## config.mk

```make
export PLATFORM = sky130hd
export DESIGN_NAME = div8
export DESIGN_NICKNAME = d
export VERILOG_FILES = /design/src/rtl/div8_pkg.sv /design/src/rtl/div8_step.sv /design/src/rtl/div8.sv
export SDC_FILE = /design/constraint.sdc
export NUM_CORES = 1
export LEC_CHECK = 0
export CORE_UTILIZATION = 58
export CTS_CLUSTER_SIZE = 16
export DETAILED_ROUTE_END_ITERATION = 6
export PLACE_DENSITY = 0.9
export SLEW_MARGIN = 25
export SYNTH_ARGS = -nofsm -noshare
export SYNTH_HDL_FRONTEND = slang
export SYNTH_SLANG_ARGS = --single-unit
export TNS_END_PERCENT = 5
```

## constraint.sdc

```tcl
create_clock -name clk -period 4 [get_ports clk]
set_input_delay 0.8 -clock clk [delete_from_list [all_inputs] [get_ports clk]]
set_output_delay 0.8 -clock clk [all_outputs]
set_load 0.02 [all_outputs]
```

## src/rtl/div8_pkg.sv

```systemverilog
// Shared definitions for the restoring divider: controller state encoding
// and the default operand width.
package div8_pkg;

    localparam int DIV8_WIDTH = 8;

    typedef enum logic [1:0] {
        ST_IDLE = 2'd0,
        ST_RUN  = 2'd1,
        ST_DONE = 2'd2
    } state_t;

endpackage : div8_pkg

```

## src/rtl/div8_step.sv

```systemverilog
// One combinational restoring-division step: shift in the next dividend bit,
// trial-subtract the divisor, keep or restore the partial remainder.
module div8_step #(
    parameter int WIDTH = 8
) (
    input  logic [WIDTH-1:0] i_rem,
    input  logic             i_bit,
    input  logic [WIDTH-1:0] i_div,
    output logic [WIDTH-1:0] o_rem,
    output logic             o_qbit
);

    logic [WIDTH:0]   w_shifted;
    logic [WIDTH-1:0] w_diff;

    assign w_shifted = {i_rem, i_bit};

    // No-borrow test is done at WIDTH+1 bits. When it passes the true
    // difference is below the divisor, so the low WIDTH bits of the
    // subtraction are exact.
    assign o_qbit = (w_shifted >= {1'b0, i_div});
    assign w_diff = w_shifted[WIDTH-1:0] - i_div;
    assign o_rem  = o_qbit ? w_diff : w_shifted[WIDTH-1:0];

endmodule : div8_step

```

## src/rtl/div8.sv

```systemverilog
// Iterative unsigned divider: one restoring step per clock, WIDTH steps per
// division, divide-by-zero short-cut straight to DONE.
module div8
    import div8_pkg::*;
#(
    parameter int WIDTH = DIV8_WIDTH
) (
    input  logic             clk,
    input  logic             rst_n,
    input  logic             start,
    input  logic [WIDTH-1:0] a,
    input  logic [WIDTH-1:0] b,
    output logic             busy,
    output logic             done,
    output logic [WIDTH-1:0] q,
    output logic [WIDTH-1:0] r,
    output logic             dz
);

    localparam int CW = (WIDTH > 1) ? $clog2(WIDTH) : 1;

    state_t           r_state;
    state_t           w_state_next;
    logic [WIDTH-1:0] r_aq;
    logic [WIDTH-1:0] r_b;
    logic [WIDTH-1:0] r_rem;
    logic [CW-1:0]    r_cnt;
    logic [WIDTH-1:0] r_q;
    logic [WIDTH-1:0] r_r;
    logic             r_dz;

    logic             w_last;
    logic             w_qbit;
    logic [WIDTH-1:0] w_rem_next;
    logic [WIDTH-1:0] w_aq_next;

    div8_step #(
        .WIDTH (WIDTH)
    ) u_step (
        .i_rem  (r_rem),
        .i_bit  (r_aq[WIDTH-1]),
        .i_div  (r_b),
        .o_rem  (w_rem_next),
        .o_qbit (w_qbit)
    );

    // r_aq shifts dividend bits out of the top while quotient bits enter at
    // the bottom; after WIDTH steps it holds the full quotient.
    assign w_aq_next = {r_aq[WIDTH-2:0], w_qbit};
    assign w_last    = (r_cnt == CW'(WIDTH - 1));

    always_ff @(posedge clk or negedge rst_n) begin
        if (!rst_n) begin
            r_state <= ST_IDLE;
        end else begin
            r_state <= w_state_next;
        end
    end

    always_comb begin
        w_state_next = r_state;
        busy         = 1'b1;
        done         = 1'b0;
        case (r_state)
            ST_IDLE: begin
                busy = 1'b0;
                if (start) begin
                    w_state_next = (b == '0) ? ST_DONE : ST_RUN;
                end
            end
            ST_RUN: begin
                if (w_last) begin
                    w_state_next = ST_DONE;
                end
            end
            ST_DONE: begin
                done         = 1'b1;
                w_state_next = ST_IDLE;
            end
            default: begin
                busy         = 1'b0;
                w_state_next = ST_IDLE;
            end
        endcase
    end

    always_ff @(posedge clk or negedge rst_n) begin
        if (!rst_n) begin
            r_aq  <= '0;
            r_b   <= '0;
            r_rem <= '0;
            r_cnt <= '0;
            r_q   <= '0;
            r_r   <= '0;
            r_dz  <= 1'b0;
        end else begin
            case (r_state)
                ST_IDLE: begin
                    if (start) begin
                        r_aq  <= a;
                        r_b   <= b;
                        r_rem <= '0;
                        r_cnt <= '0;
                        if (b == '0) begin
                            r_q  <= '1;
                            r_r  <= a;
                            r_dz <= 1'b1;
                        end
                    end
                end
                ST_RUN: begin
                    r_aq  <= w_aq_next;
                    r_rem <= w_rem_next;
                    r_cnt <= r_cnt + CW'(1);
                    if (w_last) begin
                        r_q  <= w_aq_next;
                        r_r  <= w_rem_next;
                        r_dz <= 1'b0;
                    end
                end
                default: begin
                end
            endcase
        end
    end

    assign q  = r_q;
    assign r  = r_r;
    assign dz = r_dz;

endmodule : div8
```

# ---- Yosys cells after proc, flatten, opt, wreduce, memory -nomap -nowiden
# Cells that the tools add are included.
dict set report op_classes {
  add_sub_neg 2
  mul 0
  n_div 0
  magnitude_cmp 1
  eq_ne 6
  shift 0
  muxes 25
  n_bitwise 0
  reduce_logical 8
}
# op n
set ops {}
lappend ops {{$mux W8} 9}
lappend ops {{$pmux W8 S2} 4}
lappend ops {{$ge A9 B8 Y1} 1}
lappend ops {{$logic_not A8 Y1} 1}
lappend ops {{$sub A8 B8 Y8} 1}
lappend ops {{$mux W2} 3}
lappend ops {{$ne A2 B2 Y1 const B} 3}
lappend ops {{$pmux W3 S2} 1}
lappend ops {{$reduce_and A2 Y1} 3}
lappend ops {{$mux W1} 5}
lappend ops {{$pmux W2 S2} 1}
lappend ops {{$reduce_and A4 Y1} 1}
lappend ops {{$add A3 B1 Y3 const B} 1}
lappend ops {{$eq A3 B3 Y1 const B} 1}
lappend ops {{$mux W3} 1}
lappend ops {{$eq A2 B1 Y1 const B} 1}
lappend ops {{$eq A2 B2 Y1 const B} 1}
lappend ops {{$logic_not A2 Y1} 1}
lappend ops {{$pmux W1 S2} 1}
lappend ops {{$reduce_bool A2 Y1} 1}
lappend ops {{$reduce_or A2 Y1} 1}
dict set report totals {
  ff_bits 46
  latchBits 0
  ramBits 0
  rom_bits 0
  input_bits 19
  word_cells 50
  n_memories 0
}

# ---- Logic depth before layout (Yosys ltp)
dict set report depth {
  depth_word 4
  ltp_mapped 11
}

# ---- Hierarchy
# From an unflattened synthesis, not the netlist that was laid out.
dict set report hier_totals {
  hier_cells 235
  hier_area_um2 2665.1
}
# mod n_inst cells_each area_each_um2
set by_module_without_submodules {}
lappend by_module_without_submodules {div8 1 166 2144.6}
lappend by_module_without_submodules {div8_step 1 69 520.5}

# ---- Worst setup path after synthesis
# OpenSTA, ideal clock, no wires.
dict set report synth_path {
  kind {register to register}
  startpoint {register r_aq[7]}
  endpoint {register r_r[6] (netlist: r[6])}
  t_arrival_ps 1930
  slack_ps 1976
  stages_incl_launch_ff 10
  path_buffers 0
  synth_period_minus_slack_ps 2024
  path_cell_list {dfrtp_1 -> inv_1 -> ha_1 -> fa_1 -> nor2b_4 -> o31a_1 -> o21a_1 -> o21a_1 -> o31a_1 -> a221oi_2}
}
dict set report synth_between {
  elab_chain_len 4
}
# element line
set synth_rtl {}
lappend synth_rtl {{start, declared} div8.sv:24} ;# logic [WIDTH-1:0] r_aq;
lappend synth_rtl {{start signal, assigned} div8.sv:112} ;# r_aq <= w_aq_next;
lappend synth_rtl {{$sub A8 B8 Y8 or $ge A9 B8 Y1 (tied branches)} {div8_step.sv:22, div8_step.sv:21}}
lappend synth_rtl {{$mux W8 (*)} div8_step.sv:23} ;# assign o_rem = o_qbit ? w_diff : w_shifted[WIDTH-1:0];
lappend synth_rtl {{$mux W8 (*)} div8.sv:115} ;# if (w_last) begin
lappend synth_rtl {{$pmux W8 S2 (*)} div8.sv:97} ;# case (r_state)
lappend synth_rtl {{end signal, assigned} div8.sv:117} ;# r_r <= w_rem_next;
lappend synth_rtl {{end, declared} div8.sv:29} ;# logic [WIDTH-1:0] r_r;
# Mark *: on every way between the ends. The rest lies on a longest branch, timed or not. The select of a mux whose other input is x is not followed.
# A chain may end at the register's enable or synchronous reset.

# ---- Final worst setup path
dict set report layout_path {
  startpoint {input port start}
  endpoint {register r_r[2] (netlist: r[2])}
}
dict set report layout_between {
  elab_chain_len 2
}
# element line
set layout_rtl {}
lappend layout_rtl {{start, declared} div8.sv:10} ;# input logic start,
lappend layout_rtl {{$ne A2 B2 Y1 (no line)} --}
lappend layout_rtl {{$reduce_and A4 Y1 (no line)} --}
# No other way between the ends.

==> impl_metrics.tcl <==
set metrics [dict create \
    setup_viol 0 \
    syn_area_per_cell_um2 9.66 \
    wl_um 4890 \
    syn-cell-area_um2 2450 \
    hold_buffers 0 \
    min_path_type "primary input to async pin" \
    leakagePower_nw 1.36 \
    synth-seq-cells 46 \
    io_pins 38 \
    wl_per_cell_um 14.3 \
    ys.flop_type "dfrtp_1" \
    drcViolationCount 0 \
    cts_buffer_depth 2 \
    fin_setup_tns_ps 0 \
    diodes 0 \
    synth_cells 254 \
    final_cell_area_um2 2950 \
    synth_top_cell_by_area "dfrtp_1" \
    grt_pass1_vias 1913 \
    period_share_pct 71.2 \
    rsz0062_at_grt "false" \
    drt-vias-per-instance 5.60 \
    drive_gt1_share_pct 10.7 \
    cp_top_family "compound AO/OA/AOI/OAI gates" \
    syn_nets 287 \
    fmax_ghz 0.351 \
    status "complete, no violations" \
    numCtsBuffers 5 \
    cts_root_buf "clkbuf_8" \
    worst_ep_required_time_ps 4180 \
    drt-pass1-iter-count 4 \
    cp-start-kind "primary input" \
    critical_path_class "primary input to register" \
    cts_resized 0 \
    grt_pass1_wl_um 8400 \
    slew_viol_final 0 \
    grt_max_degree 47 \
    path_buf_inv 2 \
    row_count 23 \
    fin_nets 323 \
    crit_chain "clkdlybuf4s50_1, nand2_1, nor2_1, a32o_1, buf_4, o21ai_0, o21ai_0, o21ai_0" \
    slew-limit-headroom_pct 51.8 \
    chipWidth_um 67.0 \
    worst_pin_slew_ps 723 \
    cts_sinks 46 \
    critPathMostFrequentCell "o21ai_0" \
    synth_area_leaders "dfrtp_1, o21ai_0, ha_1" \
    drtIter0Drc 169 \
    hpwl_um 3540 \
    cts_tree "yes" \
    die-area_um2 4490 \
    antenna_found_initial 0 \
    synth.yosys.seq_area_share_pct 46.9 \
    synth_edf_count 0 \
    port_buffers 37 \
    h-tree-depth 2 \
    finClkSkew_ps 9.71 \
    post-route-util_pct 73.1 \
    drv_cap 0 \
    ys_warn_count 0 \
    p_per_area_nw_per_um2 689 \
    initial_core_util_pct 60.9 \
    area_growth_pct 20.0 \
    post_cts_buffers 0 \
    period_minus_slack_ps 2850 \
    place.gp.congestion 0.799 \
    grt_use_total_pct 25.2 \
    yosys.area.top_type_share_pct 46.9 \
    whs_ps 493 \
    vias 1910 \
    fin_total_pwr_mw 2.03 \
    detailed_place.area_um2 2850 \
    grt_remaining_overflow 0 \
    finalHoldViolations 0 \
    fillers 292 \
    crit_slowest_cell "a32o_1" \
    arrival_ps 3030 \
    async_flop_share_pct 100 \
    cpPeakStageDelay_ps 640 \
    detail-route-antenna-nets 0 \
    clkSlewWorstSetupHoldPaths_ps 90 \
    core_area_um2 4030 \
    die_h_um 67.0 \
    worst-path-max-fanout 18 \
    ys_types 36 \
    peakVddDrop_mv 0.428 \
    worstSetupEndpointType "register" \
    insertion_delay_ps 300 \
]
[per-layer routing]
layer	up-vias	routed length (um)	global-route usage, %
met1	916	2240	32.3
met4	0	59	7.71
met5	-	0	0
met2	43	2410	42.6
met3	6	190	4.62
li1	945	-	-
[cell usage after synthesis, types with 5 or more instances]
cell type,number
clkbuf_1,5
mux2_2,8
inv_1,23
dfrtp_1,46
o21ai_0,36
a31oi_1,10
nand2_1,29
buf_2,5
nor2_1,21
mux2i_1,9
ha_1,13
a21oi_1,11
[where the power goes]
group / internal, mW / switching (mW)
logic: 0.449 / 0.594
registers: 0.607 / 0.0954
clock network: 0.123 / 0.162
[stage by stage]
stage                     cells  setup slack (ps)
final                       341              1150
after global routing        341               947
after CTS                   341              1180
after detailed placement    333               867
after global placement      333               992
after floorplan             254              1980
[layout make-up]
cell class	instances	area, um^2	share of cell area [%]
Multi-Input combinational cell	173	1160	39.3
Clock inverter	3	21.3	0.722
Clock buffer	5	68.8	2.34
Timing Repair Buffer	41	398	13.5
Sequential cell	46	1150	39.1
Inverter	23	86.3	2.93
Tap cell	50	62.6	2.12
[final timing paths]
path / startpoint / to / slack, ps / cells past startpoint
worst max-delay path: start / r[2] / 1150 / 8
worst min-delay path: rst_n / r_b[3] / 490 / 1
worst max register to register: r_state[1] / r[2] / 1410 / 9
worst min register to register: r_cnt[1] / r_cnt[1] / 500 / 2
max in group asynchronous: rst_n / q[3] / 3120 / 1
min in group clk: r_cnt[1] / r_cnt[1] / 500 / 2
[layout by cell type, fill, tap and decap left out, types with 2 or more instances in the layout]
cell type,instances
clkbuf_8,5
a21oi_1,10
inv_1,23
nand2b_1,3
o21a_1,3
dfrtp_1,46
o31a_1,2
buf_4,5
nor4_1,2
and2_1,2
nor2b_1,3
a221oi_2,3
a31oi_1,10
nand2_1,29
mux2_2,8
o21ai_0,36
clkdlybuf4s50_1,36
xnor2_1,3
nor3_1,2
ha_1,13
mux2i_1,9
nor2_1,21
[cell families (layout without fill, tap and decap cells)]
family          Yosys count  count (layout)  synth area share (%)
xor+xnor                  3               3                  1.07
compound gates           71              71                  18.3
simple gates             68              68                  12.9
fa+ha+maj                14              14                  7.45
buf+inv                  35              72                  6.07
flops                    46              46                  46.9
mux                      17              17                  7.34
[flip-flops by register name (all words and copies together) (netlist names)]
register  flops
q             8
r             8
r_aq          8
r_b           8
r_rem         8
r_cnt         3
r_state       2
dz            1
[worst register-to-register path: stages (launching register included)]
cell and delay [ps]:
dfrtp_1 400, inv_1 100, ha_1 260, nand2_1 270, nor2_1 240, a32o_1 640, buf_4 300, o21ai_0 100
o21ai_0 80, o21ai_0 100
No activity file was read; power rests on OpenSTA's default activity.
